**src/rtl/mem_arbiter.sv**
```systemverilog
// Two-master, one-slave AXI4-Lite style arbiter for the shared data-memory port.
// IFU (read-only) and LSU (read/write) get one complete transaction per grant.
module mem_arbiter (
    input  logic        clk,
    input  logic        rst,
    input  logic        ifu_arvalid,
    output logic        ifu_arready,
    input  logic [31:0] ifu_araddr,
    output logic        ifu_rvalid,
    input  logic        ifu_rready,
    output logic [31:0] ifu_rdata,
    output logic [1:0]  ifu_rresp,
    input  logic        lsu_arvalid,
    output logic        lsu_arready,
    input  logic [31:0] lsu_araddr,
    output logic        lsu_rvalid,
    input  logic        lsu_rready,
    output logic [31:0] lsu_rdata,
    output logic [1:0]  lsu_rresp,
    input  logic        lsu_awvalid,
    output logic        lsu_awready,
    input  logic [31:0] lsu_awaddr,
    input  logic        lsu_wvalid,
    output logic        lsu_wready,
    input  logic [31:0] lsu_wdata,
    input  logic [3:0]  lsu_wstrb,
    output logic        lsu_bvalid,
    input  logic        lsu_bready,
    output logic [1:0]  lsu_bresp,
    output logic        s_arvalid,
    input  logic        s_arready,
    output logic [31:0] s_araddr,
    input  logic        s_rvalid,
    output logic        s_rready,
    input  logic [31:0] s_rdata,
    input  logic [1:0]  s_rresp,
    output logic        s_awvalid,
    input  logic        s_awready,
    output logic [31:0] s_awaddr,
    output logic        s_wvalid,
    input  logic        s_wready,
    output logic [31:0] s_wdata,
    output logic [3:0]  s_wstrb,
    input  logic        s_bvalid,
    output logic        s_bready,
    input  logic [1:0]  s_bresp,
    output logic [1:0]  grant
);

    typedef enum logic [1:0] {
        IDLE   = 2'b00,
        IFU_RD = 2'b01,
        LSU_RD = 2'b10,
        LSU_WR = 2'b11
    } state_t;

    state_t state;
    logic   last_lsu;
    logic   ar_done;
    logic   aw_done;
    logic   w_done;

    logic   req_ifu;
    logic   req_lsu;
    logic   own_ifu;
    logic   own_lrd;
    logic   own_wr;
    logic   ar_hs;
    logic   aw_hs;
    logic   w_hs;
    logic   b_ok;
    logic   r_hs;
    logic   b_hs;

    assign req_ifu = ifu_arvalid;
    assign req_lsu = lsu_arvalid | lsu_awvalid;
    assign own_ifu = (state == IFU_RD);
    assign own_lrd = (state == LSU_RD);
    assign own_wr  = (state == LSU_WR);

    // Handshakes are derived from inputs only, keeping the comb paths acyclic
    assign ar_hs = ~ar_done & s_arready
                 & ((own_ifu & ifu_arvalid) | (own_lrd & lsu_arvalid));
    assign aw_hs = own_wr & ~aw_done & lsu_awvalid & s_awready;
    assign w_hs  = own_wr & ~w_done & lsu_wvalid & s_wready;
    assign b_ok  = (aw_done | aw_hs) & (w_done | w_hs);
    assign r_hs  = s_rvalid
                 & ((own_ifu & ifu_rready) | (own_lrd & lsu_rready));
    assign b_hs  = own_wr & b_ok & s_bvalid & lsu_bready;

    assign grant = state;

    always_ff @(posedge clk or posedge rst) begin
        if (rst) begin
            state    <= IDLE;
            last_lsu <= 1'b1;
            ar_done  <= 1'b0;
            aw_done  <= 1'b0;
            w_done   <= 1'b0;
        end else begin
            case (state)
                IDLE: begin
                    if (req_ifu && (!req_lsu || last_lsu)) begin
                        state    <= IFU_RD;
                        last_lsu <= 1'b0;
                    end else if (req_lsu) begin
                        state    <= lsu_awvalid ? LSU_WR : LSU_RD;
                        last_lsu <= 1'b1;
                    end
                end
                IFU_RD, LSU_RD: begin
                    if (r_hs) begin
                        state   <= IDLE;
                        ar_done <= 1'b0;
                    end else if (ar_hs) begin
                        ar_done <= 1'b1;
                    end
                end
                LSU_WR: begin
                    if (b_hs) begin
                        state   <= IDLE;
                        aw_done <= 1'b0;
                        w_done  <= 1'b0;
                    end else begin
                        if (aw_hs) aw_done <= 1'b1;
                        if (w_hs)  w_done  <= 1'b1;
                    end
                end
                default: state <= IDLE;
            endcase
        end
    end

    always_comb begin
        ifu_arready = 1'b0;
        ifu_rvalid  = 1'b0;
        ifu_rdata   = '0;
        ifu_rresp   = '0;
        lsu_arready = 1'b0;
        lsu_rvalid  = 1'b0;
        lsu_rdata   = '0;
        lsu_rresp   = '0;
        lsu_awready = 1'b0;
        lsu_wready  = 1'b0;
        lsu_bvalid  = 1'b0;
        lsu_bresp   = '0;
        s_arvalid   = 1'b0;
        s_araddr    = '0;
        s_rready    = 1'b0;
        s_awvalid   = 1'b0;
        s_awaddr    = '0;
        s_wvalid    = 1'b0;
        s_wdata     = '0;
        s_wstrb     = '0;
        s_bready    = 1'b0;
        case (state)
            IFU_RD: begin
                s_arvalid   = ifu_arvalid & ~ar_done;
                s_araddr    = ifu_araddr;
                ifu_arready = s_arready & ~ar_done;
                ifu_rvalid  = s_rvalid;
                ifu_rdata   = s_rdata;
                ifu_rresp   = s_rresp;
                s_rready    = ifu_rready;
            end
            LSU_RD: begin
                s_arvalid   = lsu_arvalid & ~ar_done;
                s_araddr    = lsu_araddr;
                lsu_arready = s_arready & ~ar_done;
                lsu_rvalid  = s_rvalid;
                lsu_rdata   = s_rdata;
                lsu_rresp   = s_rresp;
                s_rready    = lsu_rready;
            end
            LSU_WR: begin
                s_awvalid   = lsu_awvalid & ~aw_done;
                s_awaddr    = lsu_awaddr;
                lsu_awready = s_awready & ~aw_done;
                s_wvalid    = lsu_wvalid & ~w_done;
                s_wdata     = lsu_wdata;
                s_wstrb     = lsu_wstrb;
                lsu_wready  = s_wready & ~w_done;
                // B is only exposed once both write beats are in
                lsu_bvalid  = s_bvalid & b_ok;
                lsu_bresp   = s_bresp;
                s_bready    = lsu_bready & b_ok;
            end
            default: ;
        endcase
    end

endmodule

```
**config.mk**
```make
export PLATFORM = sky130hd
export DESIGN_NAME = mem_arbiter
export DESIGN_NICKNAME = d
export VERILOG_FILES = /design/src/rtl/mem_arbiter.sv
export SDC_FILE = /design/constraint.sdc
export NUM_CORES = 1
export LEC_CHECK = 0
export BUFFER_PORTS_ARGS = -buffer_cell sky130_fd_sc_hd__buf_2
export CELL_PAD_IN_SITES_DETAIL_PLACEMENT = 0
export CELL_PAD_IN_SITES_GLOBAL_PLACEMENT = 2
export CORE_MARGIN = 5
export CORE_UTILIZATION = 11
export CTS_BUF_LIST = sky130_fd_sc_hd__clkbuf_2
export CTS_CLUSTER_DIAMETER = 40
export DETAILED_ROUTE_END_ITERATION = 10
export PLACE_DENSITY_LB_ADDON = 0.1
export SETUP_SLACK_MARGIN = 0.1
export SYNTH_ARGS = -nofsm -noshare
export SYNTH_HDL_FRONTEND = slang
export SYNTH_SLANG_ARGS = --single-unit
```
**constraint.sdc**
```tcl
create_clock -name clk -period 3.7 [get_ports clk]
set_clock_uncertainty 0.1 [all_clocks]
set_input_delay 0.185 -clock clk [delete_from_list [all_inputs] [get_ports clk]]
set_output_delay 0.185 -clock clk [all_outputs]
set_load 0.01 [all_outputs]
```
==> out/summary.txt, run 1 <==
Fraction of registers with async set/reset - 100%
Max_slew headroom - 30.7%
Starting DRT DRC Count - 99
Reg2reg setup slack - 1530 ps
Die X-Extent - 144 um
Post-synth top cells - 141 x and2_1, 34 x nor2b_1, 32 x a22oi_1
Hold EP - ar_done
Reg-to-Reg End - grant[0]
Metal3 WL - 1.28 mm
IO Port Bufs - 365
Synth area leaders - and2_1 45%, a22oi_1 12%, nor2b_1 11%, dfrtp_1 6.4%, clkbuf_1 3.4%
Total iterations of the first detailed-routing run - 4
Final Max Slew Viols - 0
CP Class - reg -> out
Synth Cell Area - 1960 sq um
Syn Area/Cell - 6.86 sq um
Worst slew pin tran - 1040 ps
Syn_nets - 472
Post-synthesis sequential area ratio - 7.71%
Met2 wire len - 6.89 mm
Post-Place Setup Slack - 1420 ps
H-tree levels - 1
Synth Flop Type - dfrtp_1
Fin. Hold Viols - 0
Synth top area share - 44.9%
Top Layer Used - met4
CTS Root Cell - clkbuf_2
Top-count cell post-synth - and2_1
GPL Wtd Cong - 0.722
Final-report setup violation count - 0
Vias - 3210
Psw - 1080 uW
Pint - 973 uW
# diodes - 0
Post-route DRC - 0
Hold Crit Depth - 2
Comb pwr share - 90.5%
Final nets - 821
P per Cell Area - 509 nW/um^2
CP Launch Type - register
WP data arrival - 2190 ps
Maxcap violations - 0
Ys Warns - 0
Distinct cells, synth - 31
CTS Buf Count - 3
Max IR drop VDD - 0.173 mV
Floorplan row count - 48
Footprint of the multi-input gates - 1690 sq um
Total congestion overflow - 0
RSZ-0062 raised after global routing - false
TritonCTS Sinks - 6
Starting Density - 11.3%
First-pass GRT wire length - 17.2 mm
Met1 wire length - 4.05 mm
Syn Inst Count - 286
Tmin final - 2470 ps
Final WS setup - 1230 ps
Drt wl/cell - 14.3 um
Critical Path RT - 3410 ps
Die area - 20600 sq um
Hold Path Origin - s_rvalid
Core area - 17400 sq um
Clock buffer depth - 2
Beginning of the worst register-to-register path - grant[1]
Clock share of power - 2.8%
Layout cells sized above 1 - 60.6%
Path depth of the worst reg2reg path - 4
Initial antenna violation count - 0
Crit. End Element - primary output
Die height - 144 um
Status - complete, no violations
Hold/Removal Path Class - in -> reg
TritonCTS clock tree - done
Sw frac - 52.5%
Filler Cell Count - 2023
Crit share post-route - 66.8%
Register area - 151 sq um
Layout Area Growth over Synthesis - 105%
Reg power frac - 6.8%
Leakage power - 0.00251 uW
EDFF count, synth - 0
Cell Area, Placed - 4000 sq um
Clock transition at path regs - 70 ps
HPWL after DPL - 10.6 mm
Cell type with the highest aggregate area in the netlist - and2_1
Total routed wirelength - 12.3 mm
Vias in the first global route - 3148
Yosys reg bits - 6
Total GRT Usage - 10.4%
Setup TNS - 0 ps
Max Clk Rate - 0.404 GHz
Ports - 366
Largest net degree at the start of global routing - 80
Total power - 2050 uW
Worst-path maximum fanout - 41
Vias/cell - 3.74
Final ANT Viol Nets - 0
Post-route cell area - 4030 sq um
Latest clock arrival within the worst-skew pair - 220 ps
cell type report:
class | instances | area share [%]
Timing Repair Buffer | 371 | 46.5
Multi-Input combinational cell | 249 | 41.8
Inverter | 4 | 0.373
Sequential cell | 6 | 3.76
Clock buffer | 4 | 0.497
Tap cell | 225 | 6.99
how the worst max path moves through the flow:
stage / start / to / slack (ps) / depth (start not counted)
2_1_floorplan: grant[0] / s_arvalid / 1990 / 6
3_3_place_gp: grant[0] / s_araddr[16] / 1440 / 6
3_5_place_dp: grant[0] / s_araddr[16] / 1420 / 6
4_1_cts: grant[0] / s_araddr[16] / 1170 / 6
5_1_grt: grant[0] / s_araddr[16] / 980 / 6
6_report: grant[0] / s_araddr[17] / 1230 / 6
through the flow:
stage,utilization (%),hold WS [ps],std cells
2_1_floorplan,-,-125,286
6_report,23.1,82.2,859
3_5_place_dp,23.0,29.2,854
5_1_grt,23.1,78.3,859
3_3_place_gp,23.0,33.8,854
4_1_cts,23.1,73.5,859
cell families (layout without fill, tap and decap cells):
group	count (synthesis)	after routing	synth area share [%]
simple gates	195	195	62.4
compound gates	49	49	20.0
buf+inv	31	379	6.82
flops	6	6	7.71
fa+ha+maj	4	4	2.55
mux	1	1	0.510
state kept, by name, summed over array words and instances, names as in the netlist:
register	flops
grant	2
ar_done	1
aw_done	1
last_lsu	1
w_done	1
cell usage in the layout (no fill, tap or decap), drive strengths merged:
| cell | n |
|---|---|
| dfrtp | 5 |
| a31oi | 4 |
| a21oi | 4 |
| o211ai | 2 |
| buf | 370 |
| nor2b | 34 |
| nor2 | 2 |
| inv | 4 |
| a22o | 1 |
| clkbuf | 4 |
| ha | 4 |
| and3b | 6 |
| dfstp | 1 |
| and3 | 2 |
| and2b | 1 |
| o31ai | 1 |
| a32o | 1 |
| o21ai | 1 |
| a21o | 2 |
| nor3b | 2 |
| nand2 | 4 |
| dlygate4sd3 | 1 |
| mux2i | 1 |
| and2 | 142 |
| a22oi | 33 |
| nand3 | 1 |
| nand2b | 1 |
worst max-delay path, stage by stage (launching register included):
cell	delay, ps
dfrtp_1	430
inv_1	100
ha_2	720
buf_4	340
a22oi_1	110
nor2b_1	110
buf_2	130
layer usage:
metal / vias up / track usage [%]
met1: 1400 / 10.4
met5: - / 0
li1: 1633 / -
met2: 175 / 22.0
met4: 0 / 0.694
met3: 2 / 2.63
power by group through the flow:
stage                     clock network [uW]  logic [uW]  registers (uW)
final                                   56.7        1860             139
after global routing                    63.7        2070             147
after CTS                               58.6        1920             141
after detailed placement                   0        1920             141
after global placement                     0        1920             139
after floorplan                            0        1140             135
what timing repair did:
| action | in CTS | in global routing |
|---|---|---|
| hold buffers | 1 | 0 |
| setup buffers | 0 | 0 |
| resized for setup | 0 | 0 |
| hold endpoints to repair | 5 | 0 |
Power figures use the tool's default switching activity.
==> run 2, diff against run 1 <==
- CORE_UTILIZATION: 11 -> 10
- clock period: 3.7 -> 2.5 ns (I/O delays scaled with it)
==> out/summary.txt, run 2 (synthesis gave the netlist of run 1 again) <==
Critical Path RT - 2280 ps (-1130 ps)
Status - complete, no violations
Post-route cell area - 4140 sq um (+2.8%)
Commonest non-fill, non-tap cell in the layout - buf_2
Crit share post-route - 84.3%
GPL Wtd Cong - 0.724 (+0.32%)
Crit path cell chain - inv_1, ha_1, buf_4, nor2b_1, buf_2
Worst-path maximum fanout - 17 (-59%)
Starting Density - 10.1% (-1.2 points)
Vias - 3284 (+2.3%)
Floorplan row count - 51 (+6.3%)
# diodes - 0 (unchanged)
Final-report setup violation count - 0 (unchanged)
P per Cell Area - 760 nW/um^2 (+49%)
Total congestion overflow - 0 (unchanged)
Total GRT Usage - 10.4% (-0.030 points)
Die height - 150 um (+4.5%)
Final nets - 824 (+0.37%)
Clock transition at path regs - 80 ps (about the same)
Total routed wirelength - 13.2 mm (+7.4%)
Hold/Removal Path Class - in -> reg
Vias in the first global route - 3303 (+4.9%)
Cell Area, Placed - 4100 sq um (+2.6%)
Metal3 WL - 1.21 mm (-5.4%)
First-pass GRT wire length - 18.5 mm (+7.5%)
Starting DRT DRC Count - 87 (-12%)
Die area - 22500 sq um (+9.3%)
Largest net degree at the start of global routing - 62 (-23%)
TritonCTS clock tree - done
Met2 wire len - 7.50 mm (+8.9%)
Final Max Slew Viols - 0 (unchanged)
# resized after CTS - 0 (unchanged)
Max Clk Rate - 0.475 GHz
TritonCTS Sinks - 6 (unchanged)
Reg2reg setup slack - 620 ps (-910 ps)
Tmin final - 2110 ps
Fin. Hold Viols - 0 (unchanged)
Worst hold margin - 19.9 ps (-62.3 ps)
Fin util - 21.3% (-1.8 points)
Layout Area Growth over Synthesis - 111%
Die X-Extent - 150 um (+4.5%)
H-tree levels - 1 (unchanged)
Top Layer Used - met5
Worst slew pin tran - 548 ps (-491 ps)
Core area - 19400 sq um (+11%)
WP data arrival - 1880 ps (-310 ps)
Maxcap violations - 0 (unchanged)
Vias/cell - 3.64 (-2.6%)
Max incr delay on CP - 610 ps (-110 ps)
CTS Buf Count - 3 (unchanged)
Max IR drop VDD - 0.267 mV (+55%)
Leakage power - 0.00254 uW (+0.98%)
Clock buffer depth - 2 (unchanged)
Post-route DRC - 0 (unchanged)
Finished Layout Cells - 902 (+5.0%)
Met1 wire length - 4.35 mm (+7.4%)
CTS Root Cell - clkbuf_2
Setup TNS - 0 ps (unchanged)
Latest clock arrival within the worst-skew pair - 230 ps (about the same)
Ports - 366 (unchanged)
Largest register FFs - 2 (unchanged)
RSZ-0062 raised after global routing - false
Drt wl/cell - 14.6 um (+2.3%)
IO Port Bufs - 365 (unchanged)
HPWL after DPL - 11.7 mm (+11%)
Placed cell count - 896 (+4.9%)
Max_slew headroom - 63.5% (+33 points)
Most frequent cells in the layout - 365 x buf_2, 141 x and2_1, 34 x nor2b_1
CP Class - reg -> out
Crit. End Element - primary output
CP Launch Type - register
Initial antenna violation count - 1 (+1)
Total iterations of the first detailed-routing run - 6 (+2)
Layout cells sized above 1 - 60.6% (about the same)
Final ANT Viol Nets - 0 (unchanged)
Crit-path slowest cell - ha_1
-- run 2: final timing paths --
check | to | from | depth (start not counted)
setup reg to reg | grant[0] | grant[1] | 5
hold reg to reg | last_lsu | last_lsu | 1
min in group asynchronous | ar_done | rst | 3
hold / removal | aw_done | lsu_bready | 2
setup / recovery | s_araddr[25] | grant[1] | 5
max in group asynchronous | last_lsu | rst | 3
-- run 2: what timing repair did --
action,in CTS,in global routing
hold buffers,2,0
buffers inserted,0,0
endpoints found under the hold margin,7,0
-- run 2: cell type report --
cell class                 count  area, sq um
tap                          265          332
fill                        2291        15300
sequential                     6          151
multi-input combinational    249         1690
inverter                       4         15.0
clock buffer                   4         20.0
timing repair buffer         374         1940
-- run 2: critical path, delay by kind of cell (launching register included) --
kind                       cells  cell delay [ps]
and+or+nand+nor                1              130
DFF                            1              420
buffers and inverters          3              500
adders and majority gates      1              610
-- run 2: per-stage QoR --
stage          power [uW]  worst slack, ps
2_1_floorplan        1890              831
3_3_place_gp         3160              639
3_5_place_dp         3140              554
4_1_cts              3250              296
5_1_grt              3490              123
6_report             3150              393
-- run 2: metal layers --
metal / GRT usage (%) / vias up
li1: - / 1643
met1: 10.2 / 1451
met2: 22.1 / 180
met3: 2.50 / 8
met4: 1.01 / 2
met5: 0 / -
-- run 2: power breakdown --
group / leakage, uW / internal (uW) / switching, uW
clock network: 0.0000166 / 42.6 / 43.1
logic: 0.00245 / 1320 / 1540
registers: 0.0000710 / 153 / 48.6
total: 0.00254 / 1520 / 1630
==> run 3, diff against run 2 <==
- ABC_AREA: unset -> 1
- clock period: 2.5 -> 2.1 ns (I/O delays scaled with it)
==> out/summary.txt, run 3 <==
Initial antenna violation count - 0 (-1)
H-tree levels - 1 (unchanged)
Starting DRT DRC Count - 174 (+100%)
Vias/cell - 3.51 (-3.5%)
Crit share post-route - 89.0%
CTS Buf Count - 3 (unchanged)
Die area - 24000 sq um (+6.4%)
Latest clock arrival within the worst-skew pair - 220 ps (about the same)
Setup TNS - 0 ps (unchanged)
Vias - 3898 (+19%)
Crit-path slowest cell - dfrtp_2
Post-route DRC - 0 (unchanged)
Clock transition at path regs - 70 ps (about the same)
WP data arrival - 1660 ps (-220 ps)
Final nets - 1021 (+24%)
Fin. Hold Viols - 0 (unchanged)
Commonest non-fill, non-tap cell in the layout - buf_2
Synth top area share - 39.9% (-5.0 points)
TritonCTS Sinks - 6 (unchanged)
Post-synthesis sequential area ratio - 7.22% (-0.49 points)
Distinct cells, synth - 21 (-32%)
Core area - 20800 sq um (+7.3%)
Ports - 366 (unchanged)
Layout Area Growth over Synthesis - 106%
Synth area leaders - nand2_1 40%, inv_1 28%, a21oi_1 8.4%, dfrtp_1 6.0%, buf_2 5.5%
Maxcap violations - 0 (unchanged)
# diodes - 0 (unchanged)
Syn_nets - 669 (+42%)
EDFF count, synth - 0 (unchanged)
Starting Density - 10.1% (-0.049 points)
Final-report setup violation count - 0 (unchanged)
Max incr delay on CP - 410 ps (-200 ps)
Max Clk Rate - 0.535 GHz
Worst hold margin - 89.1 ps (+69.2 ps)
TritonCTS clock tree - done
Max IR drop VDD - 0.308 mV (+15%)
Syn Inst Count - 483 (+69%)
Crit path cell chain - inv_1, ha_1, inv_2, buf_12, a211oi_1, buf_2
CP Class - reg -> out
Total congestion overflow - 0 (unchanged)
Largest register FFs - 2 (unchanged)
Critical Path RT - 1890 ps (-390 ps)
CTS Root Cell - clkbuf_2
GPL Wtd Cong - 0.828 (+14%)
First-pass GRT wire length - 20.6 mm (+11%)
Clock buffer depth - 2 (unchanged)
Die X-Extent - 155 um (+3.1%)
Filler Cell Count - 2517 (+9.9%)
Final ANT Viol Nets - 0 (unchanged)
Total GRT Usage - 10.5% (+0.14 points)
Final Max Slew Viols - 0 (unchanged)
RSZ-0062 raised after global routing - true
IO Port Bufs - 365 (unchanged)
Cell type with the highest aggregate area in the netlist - nand2_1
Worst-path maximum fanout - 35 (+18)
Synth Cell Area - 2100 sq um (+6.8%)
Status - complete, no violations
Floorplan row count - 53 (+3.9%)
Max_slew headroom - 75.8% (+12 points)
Synth Flop Type - dfrtp_1
P per Cell Area - 816 nW/um^2 (+7.3%)
HPWL after DPL - 12.2 mm (+4.6%)
Fraction of registers with async set/reset - 100% (unchanged)
Post-synth top cells - 223 x nand2_1, 154 x inv_1, 35 x a21oi_1
Tmin final - 1870 ps
Hold/Removal Path Class - in -> reg
Worst slew pin tran - 363 ps (-184 ps)
Total iterations of the first detailed-routing run - 4 (-2)
Die height - 155 um (+3.1%)
Total routed wirelength - 14.2 mm (+7.3%)
Leakage power - 0.00363 uW (+43%)
Top-count cell post-synth - nand2_1
Vias in the first global route - 3814 (+15%)
Largest net degree at the start of global routing - 66 (+6.5%)
Syn Area/Cell - 4.34 sq um (-37%)
Drt wl/cell - 12.8 um (-13%)
Layout cells sized above 1 - 47.0% (-14 points)
Crit. End Element - primary output
Most frequent cells in the layout - 365 x buf_2, 223 x nand2_1, 154 x inv_1
Yosys reg bits - 6 (unchanged)
Ys Warns - 0 (unchanged)
CP Launch Type - register
-- run 3: changes by cell type in the layout (fill, tap and decap cells not counted), moves of 3 or more --
| cell | before | now |
|---|---|---|
| nand4_1 | 0 | 4 |
| nor2b_1 | 34 | 0 |
| and2_1 | 141 | 0 |
| a21oi_1 | 2 | 35 |
| nor2_1 | 2 | 11 |
| inv_2 | 0 | 5 |
| a31oi_1 | 4 | 0 |
| and3b_1 | 6 | 0 |
| inv_1 | 4 | 154 |
| o21ai_1 | 0 | 3 |
| a22oi_1 | 32 | 0 |
| nand2_1 | 4 | 223 |
-- run 3: worst max-delay path: cells and delay by family, from the launching register on --
kind                     cells  cell delay [ps]
AO/OA/AOI/OAI                1              190
adder cells (fa/ha/maj)      1              350
flip-flops                   1              410
buffers and inverters        4              500
-- run 3: path summary, 6_finish.rpt --
kind	start	end	slack, ps	depth (start not counted)
max	grant[1]	s_arvalid	230	6
min	s_awready	aw_done	90	3
max reg2reg	grant[0]	grant[1]	480	9
min reg2reg	last_lsu	last_lsu	400	2
max in group asynchronous	rst	last_lsu	1350	3
min in group asynchronous	rst	w_done	280	3
-- run 3: timing repair --
action,4_1_cts,5_1_grt
hold buffers,1,0
gates resized for setup,1,5
endpoints found under the hold margin,6,0
setup endpoints to repair,2,34
buffers inserted,0,1
cloned,0,1
-- run 3: layout make-up --
type / instances / area [sq um] / area share, %
multi-input combinational: 290 / 1240 / 28.6
sequential: 6 / 154 / 3.55
clock buffer: 4 / 20.0 / 0.462
inverter: 160 / 601 / 13.9
tap: 275 / 344 / 7.95
timing repair buffer: 374 / 1970 / 45.5
-- run 3: kinds of logic after synthesis --
| logic type | synth area share [%] |
|---|---|
| compound gates | 10.3 |
| fa+ha+maj | 2.39 |
| buf+inv | 35.0 |
| flops | 7.22 |
| simple gates | 45.1 |
-- run 3: report_power, final --
part	internal (uW)	switching, uW	total (uW)
Clock	50.5	42.1	92.6
Combinational	1220	1990	3210
Sequential	183	44.5	228
-- run 3: through the flow --
| stage | std cells | cell area, sq um | power, uW | util [%] | setup WS, ps |
|---|---|---|---|---|---|
| 2_1_floorplan | 483 | 2100 | 1990 | - | 544 |
| 3_3_place_gp | 1102 | 4240 | 3450 | 20.3 | 343 |
| 3_5_place_dp | 1102 | 4240 | 3400 | 20.3 | 305 |
| 4_1_cts | 1107 | 4270 | 3520 | 20.5 | 91.1 |
| 5_1_grt | 1109 | 4330 | 3940 | 20.8 | 75.5 |
| 6_report | 1109 | 4330 | 3530 | 20.8 | 232 |
-- run 3: per-layer routing --
| layer | global-route usage (%) | up-vias | routed length (um) |
|---|---|---|---|
| met5 | 0 | - | 0 |
| met4 | 0.841 | 0 | 68 |
| met3 | 2.83 | 6 | 1300 |
| met2 | 21.3 | 202 | 7700 |
| met1 | 11.1 | 1664 | 5090 |
| li1 | - | 2026 | - |
